`src/rtl/afns_pkg.sv`:
```
// Shared constants and FSM state encoding for the AFNS TSV receive path.
package afns_pkg;
    localparam int NTSV_5_4 = 9;
    localparam int NRED_5_4 = 4;
    localparam int DLEN_5_4 = 7;

    localparam logic [1:0] IDLE = 2'd0;
    localparam logic [1:0] SCAN = 2'd1;
    localparam logic [1:0] DONE = 2'd2;
endpackage

```
`src/rtl/afns_popcount.sv`:
```
// afns_popcount: counts faulty TSVs, derives the enabled count and the too-many-faults flag.
// Latency: purely combinational.
// Backpressure: none; follows its input directly.
module afns_popcount #(
    parameter int NTSV = 9,
    parameter int NRED = 4
) (
    input  logic [NTSV-1:0]           f_flag,
    output logic [$clog2(NTSV+1)-1:0] en_cnt,
    output logic                      cfg_err
);
    localparam int CW = $clog2(NTSV+1);

    logic [CW-1:0] fault_cnt;

    always_comb begin
        fault_cnt = '0;
        for (int i = 0; i < NTSV; i++) begin
            fault_cnt = fault_cnt + CW'(f_flag[i]);
        end
    end

    assign en_cnt  = CW'(NTSV) - fault_cnt;
    assign cfg_err = (fault_cnt > CW'(NRED));
endmodule

```
`src/rtl/afns_serial_rx.sv`:
```
// afns_serial_rx: walks a captured TSV word one position per cycle, Fibonacci-decoding enabled TSVs.
// Latency: out_valid rises NTSV+1 cycles after the accepting edge.
// Backpressure: one word in flight; in_ready stays low until the result is taken via out_ready.
module afns_serial_rx
    import afns_pkg::*;
#(
    parameter int NTSV = NTSV_5_4,
    parameter int NRED = NRED_5_4,
    parameter int DLEN = DLEN_5_4
) (
    input  logic                      clock,
    input  logic                      rst_n,
    input  logic                      in_valid,
    output logic                      in_ready,
    input  logic [NTSV-1:0]           tsv_in,
    input  logic [NTSV-1:0]           f_flag,
    output logic                      out_valid,
    input  logic                      out_ready,
    output logic [DLEN-1:0]           data_out,
    output logic                      code_err,
    output logic                      ovf_err,
    output logic                      cfg_err,
    output logic [$clog2(NTSV+1)-1:0] n_enabled
);
    localparam int AW = DLEN + 2;
    localparam int CW = $clog2(NTSV+1);

    logic [1:0]      state;
    logic [NTSV-1:0] tsv_q;
    logic [NTSV-1:0] f_q;
    logic [CW-1:0]   idx;
    logic [AW-1:0]   acc;
    logic [AW-1:0]   fa;
    logic [AW-1:0]   fb;
    logic            prev_one;

    logic [AW:0]     acc_sum;
    logic [AW:0]     fib_sum;
    logic [AW-1:0]   acc_add;
    logic [AW-1:0]   fib_add;
    logic            acc_ovf;
    logic            cur_bit;
    logic            cur_en;
    logic [CW-1:0]   en_cnt;
    logic            pc_cfg_err;

    afns_popcount #(.NTSV(NTSV), .NRED(NRED)) u_popcount (
        .f_flag  (f_q),
        .en_cnt  (en_cnt),
        .cfg_err (pc_cfg_err)
    );

    // Saturating adders: a carry out pins the result at all-ones instead of wrapping.
    always_comb begin
        acc_sum = {1'b0, acc} + {1'b0, fa};
        fib_sum = {1'b0, fa} + {1'b0, fb};
        acc_add = acc_sum[AW] ? '1 : acc_sum[AW-1:0];
        fib_add = fib_sum[AW] ? '1 : fib_sum[AW-1:0];
    end

    assign acc_ovf  = |acc[AW-1:DLEN];
    assign cur_bit  = tsv_q[idx];
    assign cur_en   = ~f_q[idx];
    assign in_ready = (state == IDLE);

    always_ff @(posedge clock or negedge rst_n) begin
        if (!rst_n) begin
            state     <= IDLE;
            tsv_q     <= '0;
            f_q       <= '0;
            idx       <= '0;
            acc       <= '0;
            fa        <= '0;
            fb        <= '0;
            prev_one  <= 1'b0;
            out_valid <= 1'b0;
            data_out  <= '0;
            code_err  <= 1'b0;
            ovf_err   <= 1'b0;
            cfg_err   <= 1'b0;
            n_enabled <= '0;
        end else begin
            case (state)
                IDLE: begin
                    if (in_valid) begin
                        tsv_q     <= tsv_in;
                        f_q       <= f_flag;
                        idx       <= '0;
                        acc       <= '0;
                        fa        <= AW'(1);
                        fb        <= AW'(2);
                        prev_one  <= 1'b0;
                        code_err  <= 1'b0;
                        ovf_err   <= 1'b0;
                        cfg_err   <= 1'b0;
                        n_enabled <= '0;
                        state     <= SCAN;
                    end
                end
                SCAN: begin
                    // Faulty positions consume a cycle but not a weight rank.
                    if (cur_en) begin
                        if (cur_bit) begin
                            acc <= acc_add;
                        end
                        code_err  <= code_err | (prev_one & cur_bit);
                        prev_one  <= cur_bit;
                        fa        <= fb;
                        fb        <= fib_add;
                        n_enabled <= n_enabled + CW'(1);
                    end
                    if (idx == CW'(NTSV-1)) begin
                        state <= DONE;
                    end else begin
                        idx <= idx + CW'(1);
                    end
                end
                DONE: begin
                    if (!out_valid) begin
                        out_valid <= 1'b1;
                        ovf_err   <= acc_ovf;
                        data_out  <= acc_ovf ? '1 : acc[DLEN-1:0];
                        cfg_err   <= pc_cfg_err;
                    end else if (out_ready) begin
                        out_valid <= 1'b0;
                        state     <= IDLE;
                    end
                end
                default: state <= IDLE;
            endcase
        end
    end

    a_nen_consistent: assert property (@(posedge clock) disable iff (!rst_n)
        out_valid |-> (n_enabled == en_cnt));
endmodule
```
`config.mk`:
```
export PLATFORM = sky130hd
export DESIGN_NAME = afns_serial_rx
export DESIGN_NICKNAME = d
export VERILOG_FILES = /design/src/rtl/afns_pkg.sv /design/src/rtl/afns_popcount.sv /design/src/rtl/afns_serial_rx.sv
export SDC_FILE = /design/constraint.sdc
export NUM_CORES = 1
export LEC_CHECK = 0
export CAP_MARGIN = 10
export CORE_MARGIN = 2
export CORE_UTILIZATION = 40
export CTS_BUF_LIST = sky130_fd_sc_hd__clkbuf_2
export DETAILED_ROUTE_END_ITERATION = 16
export SYNTH_ARGS = -nofsm -noshare
export SYNTH_HDL_FRONTEND = slang
export SYNTH_SLANG_ARGS = --single-unit
export TNS_END_PERCENT = 1
```
`constraint.sdc`:
```
create_clock -name clock -period 5.1 [get_ports clock]
set_input_delay 1.02 -clock clock [delete_from_list [all_inputs] [get_ports clock]]
set_output_delay 1.02 -clock clock [all_outputs]
set_load 0.02 [all_outputs]
```
-- Yosys cells after proc, flatten, opt, wreduce, memory -nomap -nowiden
Cells that the tools add are included.
- bits in registers: 67
- bits in latches: 0
- RAM bits: 0
- bits in read-only memories: 0
- input bits: 22
- output and inout bits: 16
- word-level logic and storage cells: 91
- memories kept: 0
- $add $sub $neg: 12
- multipliers: 0
- divide/modulo/power cells: 0
- order comparisons: 2
- equal/unequal tests: 11
- shift operators: 0
- multiplexer cells: 38
- bitwise gates (word level): 3
- reduce and logical (&&, ||, !) cells: 11
- operator list (kind ; count):
    2-to-1 mux 9 bit ; 9
    case mux 9 bit (2 select lines) ; 3
    adder 4 x 1 -> 4 bit ; 7
    adder 9 x 9 -> 10 bit ; 2
    != test 2 bit (second input constant) ; 8
    case mux 4 bit (2 select lines) ; 2
    2-to-1 mux 4 bit ; 3
    2-to-1 mux 1 bit ; 9
    AND reduction 3 bit ; 3
    adder 4 x 1 -> 4 bit (second input constant) ; 2
    binary-select mux 1 bit (select 4 bit) ; 2
    2-to-1 mux 2 bit ; 4
    case mux 1 bit (2 select lines) ; 4
    AND reduction 4 bit ; 2
    2-to-1 mux 7 bit ; 1
    case mux 2 bit (3 select lines) ; 1
    less-than comparator 4 x 5 -> 1 bit (second input constant) ; 1
    equality test 4 bit (second input constant) ; 1
    greater-than comparator 4 x 3 -> 1 bit (second input constant) ; 1
    AND reduction 2 bit ; 2
    nonzero test 2 bit ; 2
    adder 1 x 1 -> 2 bit ; 1
    equality test 2 x 1 -> 1 bit (second input constant) ; 1
    equality test 2 bit (second input constant) ; 1
    other kinds (5) ; 5

-- Longest topological paths before layout
- depth after elaboration: 11
- mapped depth: 14
- depth with buffers taken out: 14

-- Cells and area by module
From an unflattened synthesis, not the netlist that was laid out.
- cell total of the unflattened synthesis: 427
- area, all modules: 3905.0 um^2
- by module, submodules not included (module ; instances ; cells an instance ; area an instance (um^2) ; seq. area each (um^2)):
    afns_serial_rx ; 1 ; 395 ; 3631.0 ; 1676.6
    afns_popcount ; 1 ; 32 ; 274.0 ; 0.0

-- Worst setup path after synthesis
Ideal clock, no wire load.
- path type: reg2reg
- start: register f_q[0]
- end: register cfg_err
- setup time: 0.136 ns
- arrival: 3.351 ns
- required time: 4.964 ns
- slack: 1.613 ns
- cell stages (with the launch flop): 15
- path buffers: 0
- period minus slack after synthesis: 3.487 ns
- cell sequence: dfrtp_1 -> ha_1 -> inv_1 -> fa_1 -> fa_1 -> fa_1 -> inv_1 -> ha_1 -> fa_1 -> nor2_1 -> nor2_1 -> a211oi_1 -> o22ai_1 -> o21ai_0 -> o21ai_0
- cells in the longest elaborated chain, start to end: 11
- ends and longest elaborated chain (item ; RTL line ; RTL):
    start, declared ; afns_serial_rx.sv:30 ; logic [NTSV-1:0] f_q;
    start signal, assigned ; afns_serial_rx.sv:87 ; f_q <= f_flag;
    adder 1 x 1 -> 2 bit ; afns_popcount.sv:19 ; fault_cnt = fault_cnt + CW'(f_flag[i]);
    adder 4 x 1 -> 4 bit (7 in a row) ; afns_popcount.sv:19 ;
    greater-than comparator 4 x 3 -> 1 bit ; afns_popcount.sv:24 ; assign cfg_err = (fault_cnt > CW'(NRED));
    2-to-1 mux 1 bit ; afns_serial_rx.sv:119 ; if (!out_valid) begin
    case mux 1 bit (2 select lines) ; afns_serial_rx.sv:83 ; case (state)
    end signal, assigned ; afns_serial_rx.sv:123 ; cfg_err <= pc_cfg_err;
    end, declared ; afns_serial_rx.sv:22 ; output logic cfg_err,
No other way between the ends. The select of a mux whose other input is x is not followed.
A chain may end at the register's enable or synchronous reset.

-- Worst setup path after layout
Same ends and word-level chain as after synthesis.

==> metrics.csv <==
metric,value,unit
status,finished clean,
synth_top_area_share,43.2,%
period_share,73.4,%
cts_resized,0,
fmax,267,MHz
drv_cap,0,
cp_num_cells,14,
crit_top_cell,fa_1,
grt_max_degree,38,
cts_root_buffer,clkbuf_2,
rr_startpoint,f_q[0],
cts_hold_buffers,0,
post_drt_wl_per_cell,13.6,um
dp_hpwl,5940,um
finalHoldViolations,0,
fp.dieArea,0.0105,mm2
cts_tree,yes,
worstMarginPinSlew,0.995,ns
grt_pass1_vias,3038,
setup.worst_path.start,f_q[0],
drv_slew,0,
rr_worst_depth,14,
rows,35,
cts_made_buffers,9,
drc,0,
ys_warn_count,0,
ctsLongestPathBuffers,2,
finClkSkew,0.0423,ns
drt_iter0_markers,119,
grt-ovfl-total,0,
start_util,41.6,%
drive_gt1_share,6.64,%
synthesis.area,0.00388,mm2
cp.required,5.45,ns
start_kind,flop,
max_stage_delay,0.50,ns
r2r-end,cfg_err,
synthCells,427,
path_max_fanout,3,
ys.flop_type,dfrtp_1,
crit_path_end_kind,flop,
drt_pre_antenna_iters,4,
routed_wl,8120,um
io_pins,38,
clk_pin_slew,0.21,ns
arrival,4.10,ns
post_cts_buffers,0,
vias,2995,
cp-endpoint,cfg_err,
rsz0062_at_grt,false,
die_h,102,um
port_buffers,37,
seq_area_frac_synth,43.2,%
clock-sinks,67,
hold_path_class,reg2reg,
grt_use_total,17.1,%
crit_slowest_cell,fa_1,
grt_first_pass_wirelength,14000,um
chipWidth,102,um
synth_top_cell_by_area,dfrtp_1,
insertion_delay,0.53,ns
critPathBufInv,2,
core-area,0.00933,mm2
r2r_setup_slack,1.36,ns
synth_edf_count,0,
synth-seq-cells,67,
n_antenna_cell,0,
num-nets-final,518,
worstPathCellList,"ha_1, inv_1, fa_1, fa_1, fa_1, inv_1, ha_1, fa_1, nor2_1, nor2_1, a211oi_1, o22ai_1, o21ai_0, o21ai_0",
antenna_found_initial,0,
gp_congestion,0.812,
vias_per_cell,5.03,
final_util,47.6,%
synthToLayoutAreaGrowth,14.4,%
cts-htree-levels,3,
slew_headroom,33.4,%
criticalPathCategory,reg2reg,
avgSynthCellArea,9.08,um2
synth_fp_nets,483,
fin_setup_tns,0,ns
async_flop_share,100,%
setup_violations,0,
synth.area.top_cells,"dfrtp_1 (43%), ha_1 (8.7%), nand2_1 (8.1%), a21oi_1 (5.8%), o21ai_0 (4.0%)",
ant_nets,0,
min_period,3.74,ns
crit_family,adder cells,
synth_cell_types,53,
stage by stage:
stage	instances	hold slack (ns)	setup WS, ns	area (um2)
after floorplan	427	0.445	1.61	3880
after global placement	580	0.460	1.50	4320
after detailed placement	580	0.464	1.40	4320
after CTS	596	0.510	1.36	4440
after global routing	596	0.528	1.07	4440
final	596	0.504	1.36	4440
registers in the layout (all words and copies together), names as in the netlist:
register and cells:
state 2, cfg_err 1, fb 9, n_enabled 4, out_valid 1, f_q 9
ovf_err 1, data_out 7, code_err 1, tsv_q 9, acc 9, idx 4
prev_one 1, fa 9
worst reg2reg max path: cells and delay by family, from the launching register on:
kind	cells	cell delay (ns)
AOI/OAI and AO/OA	4	0.52
DFF	1	0.43
adders and majority gates	6	2.36
and+or+nand+nor	2	0.20
buffers and inverters	2	0.10
worst min path at each step:
stage                     startpoint        to  cells past startpoint
after floorplan             tsv_q[0]  tsv_q[0]                      2
after detailed placement    tsv_q[3]  tsv_q[3]                      2
after global routing        tsv_q[3]  tsv_q[3]                      2
after global placement      tsv_q[6]  tsv_q[6]                      2
after CTS                   tsv_q[3]  tsv_q[3]                      2
final                       tsv_q[0]  tsv_q[0]                      2
cell type report:
cell class	count	area (um2)
Multi-Input combinational cell	317	2000
Fill cell	936	4890
Sequential cell	67	1680
Tap cell	129	161
Clock inverter	7	68.8
Timing Repair Buffer	39	380
Clock buffer	9	45.0
Inverter	28	105
cells in the mapped netlist, types with 3 or more instances:
library cell,n
nand2_1,84
nor3_1,4
xor2_1,4
a31o_2,3
a211oi_1,4
o21ai_0,31
dfrtp_1,67
buf_6,4
a21o_1,6
o21bai_1,3
nand4_1,3
mux2i_1,5
nor2b_1,3
inv_1,28
clkbuf_1,6
or3_1,3
xnor2_1,7
o21a_1,3
ha_1,27
nor2_1,33
a21oi_1,45
nand3_1,7
nand2b_1,3
fa_1,7
layer usage:
metal | up-vias | wire, um | GRT usage [%]
met3 | 13 | 227 | 3.56
met5 | - | 0 | 0
met4 | 0 | 128 | 5.44
met1 | 1407 | 3840 | 21.7
met2 | 47 | 3920 | 29.1
li1 | 1528 | - | -
cell families (layout without fill, tap and decap cells):
group,Yosys count,after routing,synth area share (%)
AOI/OAI and AO/OA,115,115,17.8
xor gates and xnor gates,11,11,2.48
adders and majority gates,34,34,12.3
buffers and inverters,43,83,5.19
DFF,67,67,43.2
muxes,7,7,2.16
and+or+nand+nor,150,150,16.8
layout by cell type (no fill, tap or decap), types with 3 or more instances in the layout:
cell | netlist | layout
a211oi_1 | 4 | 4
nor2b_1 | 3 | 3
dfrtp_1 | 67 | 67
nor2_1 | 33 | 33
nand3_1 | 7 | 7
o21ai_0 | 31 | 31
nand2b_1 | 3 | 3
o21a_1 | 3 | 3
clkdlybuf4s50_1 | 0 | 36
nand4_1 | 3 | 3
nor3_1 | 4 | 4
a21oi_1 | 45 | 45
a31o_2 | 3 | 3
a21o_1 | 6 | 6
clkbuf_2 | 0 | 9
clkinv_2 | 0 | 3
o21bai_1 | 3 | 3
or3_1 | 3 | 3
nand2_1 | 84 | 84
mux2i_1 | 5 | 5
xnor2_1 | 7 | 7
ha_1 | 27 | 27
fa_1 | 7 | 7
inv_1 | 28 | 28
xor2_1 | 4 | 4
Power is not shown: default switching activity piles up to over one toggle a cycle in this logic, so the estimate is an artifact.
